File: src/rtl/counter_arbiter.sv
// counter_arbiter: shares one free-running 16-bit event counter among NREQ
// requesters. One round-robin measurement window at a time; the owner's events
// drive cnt_up, and the window result is count_in(end) - count_in(start) mod 2^16.
// Build option: define CNT_ARB_TIMEOUT_EN to force-close windows after MAX_GRANT
// GRANT cycles and mask the timed-out requester until its req drops.
module counter_arbiter #(
  parameter int unsigned NREQ      = 4,
  parameter int unsigned IDW       = 2,
  parameter int unsigned CNT_LAT   = 3,
  parameter int unsigned MAX_GRANT = 1024
) (
  input  logic            clk,
  input  logic            nReset,
  input  logic [NREQ-1:0] req,
  input  logic [NREQ-1:0] ev,
  output logic [NREQ-1:0] gnt,
  output logic            cnt_up,
  input  logic [15:0]     count_in,
  output logic            busy,
  output logic            res_valid,
  output logic [IDW-1:0]  res_id,
  output logic [15:0]     res_delta,
  output logic            res_timeout
);

  typedef enum logic [1:0] {IDLE, GRANT, DRAIN, REPORT} state_t;

  localparam int unsigned DW = $clog2(CNT_LAT + 1) + 1;

  if (NREQ < 2 || NREQ > 8 || (1 << IDW) < NREQ || MAX_GRANT < 1) begin : g_param_check
    $error("counter_arbiter: illegal parameter set");
  end

  state_t          state, state_nxt;
  logic [IDW-1:0]  rr_ptr, own_id, pick_id, arb_cand;
  int unsigned     arb_idx;
  logic            pick_ok, start_win, close_win, close_to, timeout_hit, win_to;
  logic [NREQ-1:0] to_mask, elig;
  logic [15:0]     base;
  logic [DW-1:0]   drain_cnt;

  assign elig = req & ~to_mask;
  assign busy = (state != IDLE);

  // Round-robin search from rr_ptr upward with wrap; first eligible requester wins.
  always_comb begin
    pick_ok  = 1'b0;
    pick_id  = '0;
    arb_idx  = 0;
    arb_cand = '0;
    for (int unsigned i = 0; i < NREQ; i++) begin
      arb_idx  = (32'(rr_ptr) + i) % NREQ;
      arb_cand = IDW'(arb_idx);
      if (!pick_ok && elig[arb_cand]) begin
        pick_ok = 1'b1;
        pick_id = arb_cand;
      end
    end
  end

  // Next-state logic and window open/close strobes.
  always_comb begin
    state_nxt = state;
    start_win = 1'b0;
    close_win = 1'b0;
    close_to  = 1'b0;
    unique case (state)
      IDLE: begin
        if (pick_ok) begin
          state_nxt = GRANT;
          start_win = 1'b1;
        end
      end
      GRANT: begin
        if (!req[own_id]) begin
          state_nxt = DRAIN;
          close_win = 1'b1;
        end else if (timeout_hit) begin
          state_nxt = DRAIN;
          close_win = 1'b1;
          close_to  = 1'b1;
        end
      end
      DRAIN:   if (drain_cnt == DW'(CNT_LAT)) state_nxt = REPORT;
      REPORT:  state_nxt = IDLE;
      default: state_nxt = IDLE;
    endcase
  end

  // FSM state register.
  always_ff @(posedge clk or negedge nReset) begin
    if (!nReset) state <= IDLE;
    else         state <= state_nxt;
  end

  // Window bookkeeping, gated count enable and held result registers.
  always_ff @(posedge clk or negedge nReset) begin
    if (!nReset) begin
      gnt         <= '0;
      cnt_up      <= 1'b0;
      own_id      <= '0;
      rr_ptr      <= '0;
      base        <= '0;
      win_to      <= 1'b0;
      drain_cnt   <= '0;
      res_valid   <= 1'b0;
      res_id      <= '0;
      res_delta   <= '0;
      res_timeout <= 1'b0;
    end else begin
      cnt_up    <= 1'b0;
      res_valid <= 1'b0;
      drain_cnt <= '0;
      if (start_win) begin
        gnt    <= NREQ'(1) << pick_id;
        own_id <= pick_id;
        base   <= count_in;
        win_to <= 1'b0;
        rr_ptr <= (32'(pick_id) == NREQ - 1) ? '0 : pick_id + 1'b1;
      end
      if (state == GRANT && !close_win) cnt_up <= ev[own_id] & req[own_id];
      if (close_win) begin
        gnt    <= '0;
        win_to <= close_to;
      end
      if (state == DRAIN) drain_cnt <= drain_cnt + 1'b1;
      if (state == REPORT) begin
        res_valid   <= 1'b1;
        res_id      <= own_id;
        res_delta   <= count_in - base;
        res_timeout <= win_to;
      end
    end
  end

`ifdef CNT_ARB_TIMEOUT_EN
  localparam int unsigned TW = $clog2(MAX_GRANT + 1);
  logic [TW-1:0] grant_cyc;

  assign timeout_hit = (state == GRANT) && (grant_cyc == TW'(MAX_GRANT - 1));

  // GRANT-cycle timer; timed-out owner stays masked while its req is held.
  always_ff @(posedge clk or negedge nReset) begin
    if (!nReset) begin
      grant_cyc <= '0;
      to_mask   <= '0;
    end else begin
      grant_cyc <= (state == GRANT) ? grant_cyc + 1'b1 : '0;
      to_mask   <= (to_mask | (close_to ? (NREQ'(1) << own_id) : '0)) & req;
    end
  end
`else
  assign timeout_hit = 1'b0;
  assign to_mask     = '0;
`endif

endmodule

File: config.mk
export PLATFORM = sky130hd
export DESIGN_NAME = counter_arbiter
export DESIGN_NICKNAME = d
export VERILOG_FILES = /design/src/rtl/counter_arbiter.sv
export SDC_FILE = /design/constraint.sdc
export NUM_CORES = 1
export LEC_CHECK = 0
export CAP_MARGIN = 20
export CORE_UTILIZATION = 53
export CTS_CLUSTER_SIZE = 28
export DETAILED_ROUTE_END_ITERATION = 12
export GPL_ROUTABILITY_DRIVEN = 0
export HOLD_SLACK_MARGIN = 0.03
export PLACE_DENSITY_LB_ADDON = 0.3
export SYNTH_ARGS = -nofsm -noshare
export SYNTH_HDL_FRONTEND = slang
export SYNTH_SLANG_ARGS = --single-unit
File: constraint.sdc
create_clock -name clk -period 2.6 [get_ports clk]
set_input_delay 0.65 -clock clk [delete_from_list [all_inputs] [get_ports clk]]
set_output_delay 0.65 -clock clk [all_outputs]
set_load 0.005 [all_outputs]
==> summary.txt <==
Critical path
  – Slowest CP cell: clkdlybuf4s50_1
  – Cells along the critical path: clkdlybuf4s50_1, inv_1, fa_2, nand2b_4, a2111oi_4, o21ai_2, and3b_1, o31ai_2
  – Critical path capture point type: flip-flop
  – Worst-path fanout max: 4
  – WP buf/inv: 2
  – CP top delay family: compound AO/OA/AOI/OAI gates
  – Critical Path RT: 2820 ps
  – CP max stage delay: between 400 and 500 ps
  – Critical Path Source Type: primary input
  – CP arrival: ~2700 ps
  – Critical Setup Path Class: in -> reg

Power and ir drop
  – Worst vdd ir: 0.603 mV
  – Pwr/cell area: 1200 nW/um^2
  – Design Power: 4.59 mW
  – Leak pwr: between 1.5 and 2 nW

Timing
  – RSZ-0062 raised after global routing: false
  – Final Slew Violations: 0
  – Final setup viols: 0
  – Highest Clock Rate: around 400 MHz
  – Worst slew pin tran: between 600 and 700 ps
  – Final Hold Fails: 0
  – Min cycle time layout: about 2500 ps
  – Max_slew headroom: 0.583
  – Worst Skew: around 14 ps
  – Period utilisation layout: 0.967
  – Final hold slack: 329 ps
  – Setup ws final: roughly 85 ps

Synthesis
  – Library cells used by synthesis: 53
  – Mapped Avg Cell Area: between 10 and 15 um^2
  – Synthesized instance count: ~290
  – Syn nets: between 300 and 400
  – Sequential cell area fraction in the yosys report: 0.415
  – Ys async rst share: 1.00
  – Synth area leader: dfrtp_1
  – Synth Flop Type: dfrtp_1
  – Share of the synthesized area in the top cell type: 0.415
  – Yosys reg bits: 49
  – Number of synthesized flops with an enable pin: 0
  – Ys Warns: 0
  – Synthesized cell area: just under 3000 um^2
  – Synth top area cells: dfrtp_1 (42%), ha_1 (11%), mux2_2 (7.6%)

Finish
  – Commonest non-fill, non-tap cell in the layout: dfrtp_1
  – Fraction of layout instances using a drive strength above 1: 0.192
  – Nets: 410
  – # diodes: 0
  – Syn-to-layout area delta: 29.3%
  – Commonest non-fill, non-tap cells in the layout: dfrtp_1 (49), clkdlybuf4s50_1 (48), inv_1 (27), ha_1 (24), buf_4 (22)

Placement
  – Dpl ws: -463 ps
  – Port bufs: 50
  – Detailed placer's ending HPWL: a little under 5000 um

Floorplan
  – Ports: 52
  – Die ar.: between 5000 and 6000 um^2
  – Die X: ~77 um
  – Site row count: 26
  – Die Span Y: 76.6 um
  – Core Footprint: ~5200 um^2
  – Initial core utilization: 0.564

Min path
  – Worst hold path type: in -> async

Drt
  – 1st-iter DRT viols: 150
  – Post-DR wirelength/cell: 15.0 um
  – Drt via density: roughly 5.5
  – Antenna-violating nets left: 0
  – Post-Route WL: 6450 um
  – Routed via count: ~2400
  – Number of remaining DRC errors: 0
  – Initial DRT Pass Iterations: 4

Global route
  – Initial antenna violation count: 0
  – Number of global-route vias before repair: 2400
  – First-pass GRT wire length: about 11000 um
  – Largest net degree at the start of global routing: 28
  – GR Util All Layers: 0.239
  – Grt ovf: 0

Clocking
  – Clock Tree Buf Depth: 2
  – Postcts setup bufs: 0
  – CTS tree: done
  – Clock slew at reported path FFs: approximately 100 ps
  – H-Tree Depth: 2
  – Root Driver: clkbuf_8
  – Clock sinks: a little under 50
  – TritonCTS Buffers: 5
  – Worst skew pair latency: around 310 ps
  – CTS Hold Bufs: 0

Outcome
  – Status: finished, final reports clean

Job
  – Max-capacitance violation count: 0
## kinds of logic after synthesis
family	share of synthesized area
xor+xnor	0.0148
compound gates	0.175
other cells	0.00127
buf+inv	0.0538
simple gates	0.118
fa+ha+maj	0.113
flops	0.415
mux	0.108
## what timing repair did
action,in CTS,in global routing
pin swaps,3,6
endpoints found under the setup margin,3,4
gates resized for setup,4,7
## metal layers
layer	track usage	vias to the layer above	wire length [um]
met3	0.0359	9	257
li1	-	1165	-
met5	0	-	0
met2	0.399	62	3140
met1	0.314	1143	2980
met4	0.0885	0	76
## worst paths after layout
path	start	to	slack, ps	depth (start not counted)
worst min register to register	drain_cnt[0]	drain_cnt[0]	440	1
min in group clk	drain_cnt[0]	drain_cnt[0]	440	1
worst max register to register	base[0]	res_delta[14]	350	7
worst min-delay path	nReset	base[2]	330	1
worst max-delay path	count_in[1]	res_delta[14]	90	8
max in group asynchronous	nReset	base[13]	1710	2
## power by group
group	switching, mW	leakage, nW	internal [mW]
clock	0.268	0.0512	0.216
sequential	0.229	0.599	1.13
combinational	1.28	1.11	1.46
## synth_stat cells, types with 2 or more instances
library cell / count
nor3_1: 6
and3_1: 2
o21a_1: 7
o211ai_1: 6
o311ai_0: 4
mux2_2: 20
nand4_1: 3
nor4_1: 2
o31a_1: 3
a21o_1: 4
clkbuf_1: 4
ha_1: 25
nor2_1: 12
inv_1: 28
xnor2_1: 2
a211oi_1: 2
nand2_1: 21
mux4_2: 2
dfrtp_1: 49
buf_4: 4
and2_1: 3
xor2_1: 3
o31ai_1: 5
o21ai_0: 11
nor2b_1: 4
mux2i_1: 5
nand3_1: 4
nand2b_1: 5
a21oi_1: 17
## worst register-to-register path: cells and delay by family, from the launching register on
kind                     cells  cell delay [ps]
adder cells (fa/ha/maj)      2              590
AND/OR/NAND/NOR              2              380
AO/OA/AOI/OAI                3              770
flip-flops                   1              420
## layout make-up
| type | count | area [um^2] |
|---|---|---|
| Sequential cell | 49 | 1230 |
| Tap cell | 70 | 87.6 |
| Clock buffer | 6 | 82.6 |
| Clock inverter | 2 | 13.8 |
| Multi-Input combinational cell | 200 | 1600 |
| Inverter | 28 | 105 |
| Timing Repair Buffer | 74 | 703 |
| Fill cell | 387 | 1420 |
## flip-flops by register name (all words and copies together) (netlist names)
name       count
own_id         2
state          2
rr_ptr         2
drain_cnt      3
res_id         2
gnt            4
base          16
cnt_up         1
res_valid      1
res_delta     16
## through the flow
step                TNS [ps]  instances   util  area, um^2
finish                     0        429  0.729        3820
global route               0        429  0.729        3820
CTS                    -14.3        429  0.724        3790
detailed placement     -1920        421  0.704        3690
global placement       -1530        421  0.704        3690
floorplan                  0        287      -        2950
No activity file was read; power rests on OpenSTA's default activity.
==> edit (same flow settings) <==
Add a define of `CNT_ARB_TIMEOUT_EN`.
--- a/src/rtl/counter_arbiter.sv
+++ b/src/rtl/counter_arbiter.sv
@@ -3,6 +3,8 @@
 // drive cnt_up, and the window result is count_in(end) - count_in(start) mod 2^16.
 // Build option: define CNT_ARB_TIMEOUT_EN to force-close windows after MAX_GRANT
 // GRANT cycles and mask the timed-out requester until its req drops.
+`define CNT_ARB_TIMEOUT_EN
+
 module counter_arbiter #(
   parameter int unsigned NREQ      = 4,
   parameter int unsigned IDW       = 2,
Check against the original RTL: no difference found for any inputs over 10 cycles, from zero or initial values and one cycle with nReset low; that may be too few to reach the edited logic, so the function may still have changed.
==> edit against the unedited design <==
  * Highest routed layer unchanged
  * Clock power is 83% higher
  * Clock skew decreased by 0.0075 ns
  * Hold slack worse by 0.026 ns
  * Sequential cell count grew 17
  * Final area is 26% higher
  * Global-route usage is 0.63 points lower
  * Total power up 23%
  * Worst setup slack got worse by 0.031 ns
  * Synthesized area increased by 26%
  * Combinational power rose by 13%
  * Sequential power grew 24%
  * Wire length grew 21%
==> edit: results (changes against the unedited design) <==
Num CTS Buffers -> 9 (was 5)
Biggest regs -> base: 16 flops, res_delta: 16 flops, grant_cyc: 11 flops (was base: 16 flops, res_delta: 16 flops, gnt: 4 flops)
Worst Path Max Fanout -> 3 (was 4)
H-tree depth -> 3 (was 2)
Syn nets -> 388 (was 339)
Detail Placement HPWL -> 5.67 mm (was 4.87 mm)
Slew margin rel. -> 67.0% (was 58.3%)
Largest net degree at the start of global routing -> 67 (was 28)
All-Layer GR Usage -> 23.3% (was 23.9%)
First-pass DRT Iterations -> 4 (unchanged)
Critical Path AT -> 2.78 ns (was 2.73 ns)
WL final -> 7.81 mm (was 6.45 mm)
Hold WS -> 0.303 ns (was 0.329 ns)
Post-synth top cells -> dfrtp_1 (66), inv_1 (29), mux2_2 (28), ha_1 (26), nor2_1 (19) (was dfrtp_1 (49), inv_1 (28), ha_1 (25), nand2_1 (21), mux2_2 (20))
Synth Area in Compound Gates -> 12.9% (was 17.5%)
# fillers -> 496 (was 387)
Final Net Count -> 477 (was 410)
Reg2Reg Setup Slack -> 0.40 ns (was 0.35 ns)
Status -> finished, final reports clean (unchanged)
Max rail drop VDD -> 0.459 mV (was 0.603 mV)
Synth unique cells -> 55 (was 53)
Worst-Skew Late Latency -> 0.35 ns (was 0.31 ns)
Pleak -> 2.28 nW (was 1.76 nW)
Detailed-route wire length per cell -> 14.9 um (was 15.0 um)
Critical R2R Capture -> res_delta[13] (was res_delta[14])
First-pass GRT wire length -> 13.1 mm (was 11.1 mm)
Vias in the first global route -> 2797 (was 2400)
Ratio of cells with drive above 1 in the final layout -> 23.5% (was 19.2%)
Worst-path clk slew -> 0.07 ns (was 0.10 ns)
Pre-CTS setup slack -> -0.565 ns (was -0.463 ns)
Syn_area_per_cell -> 11.1 um2 (was 10.3 um2)
Mux contribution to synthesized area -> 11.7% (was 10.8%)
XOR/XNOR share of the synthesized area -> 4.69% (was 1.48%)
RR Startpoint -> base[1] (was base[0])
R2r worst-path depth -> 9 (was 7)
Final Skew -> 0.00695 ns (was 0.0144 ns)
Area after DPL -> 4590 um2 (was 3690 um2)
Count of buffers from port buffering -> 51 (was 50)
[edit: how the worst max path moves through the flow]
stage	start	cells after the start	end	slack [ns]
global placement	count_in[0]	10	res_delta[14]	-0.50
detailed placement	count_in[0]	10	res_delta[14]	-0.56
floorplan	count_in[0]	9	res_delta[14]	0.06
global route	count_in[2]	9	res_delta[14]	0.001
finish	count_in[2]	9	res_delta[14]	0.05
CTS	count_in[1]	10	res_delta[13]	0.007
[edit: cell type report]
| type | instances | area, um2 | area share [%] |
|---|---|---|---|
| sequential | 66 | 1650 | 34.2 |
| clock buffer | 14 | 163 | 3.37 |
| tap | 96 | 120 | 2.49 |
| multi-input combinational | 232 | 1940 | 40.2 |
| clock inverter | 2 | 35.0 | 0.726 |
| timing repair buffer | 86 | 811 | 16.8 |
| inverter | 29 | 109 | 2.26 |
[edit: routing by layer]
layer | vias to the layer above | wire (um) | GRT usage, %
met1 | 1370 | 3420 | 29.1
met5 | - | 0 | 0
met3 | 17 | 331 | 5.00
met2 | 68 | 3890 | 39.0
met4 | 0 | 164 | 10.0
li1 | 1345 | - | -
[edit: power by group]
part,total [mW],internal [mW],switching (mW)
clock network,0.885,0.495,0.389
registers,1.68,1.41,0.270
logic,3.09,1.75,1.34
total,5.66,3.66,2.00
[edit: timing repair]
| action | 4_1_cts | 5_1_grt |
|---|---|---|
| pin swaps | 3 | 4 |
| setup buffers | 0 | 2 |
| gates resized for setup | 5 | 3 |
| setup endpoints to repair | 3 | 5 |
[edit: critical path: cells and delay by family]
kind	cells	cell delay, ns
AND/OR/NAND/NOR	1	0.14
multiplexers	1	0.27
AO/OA/AOI/OAI	3	0.63
XOR/XNOR	1	0.16
buffers and inverters	2	0.59
adder cells (fa/ha/maj)	1	0.34
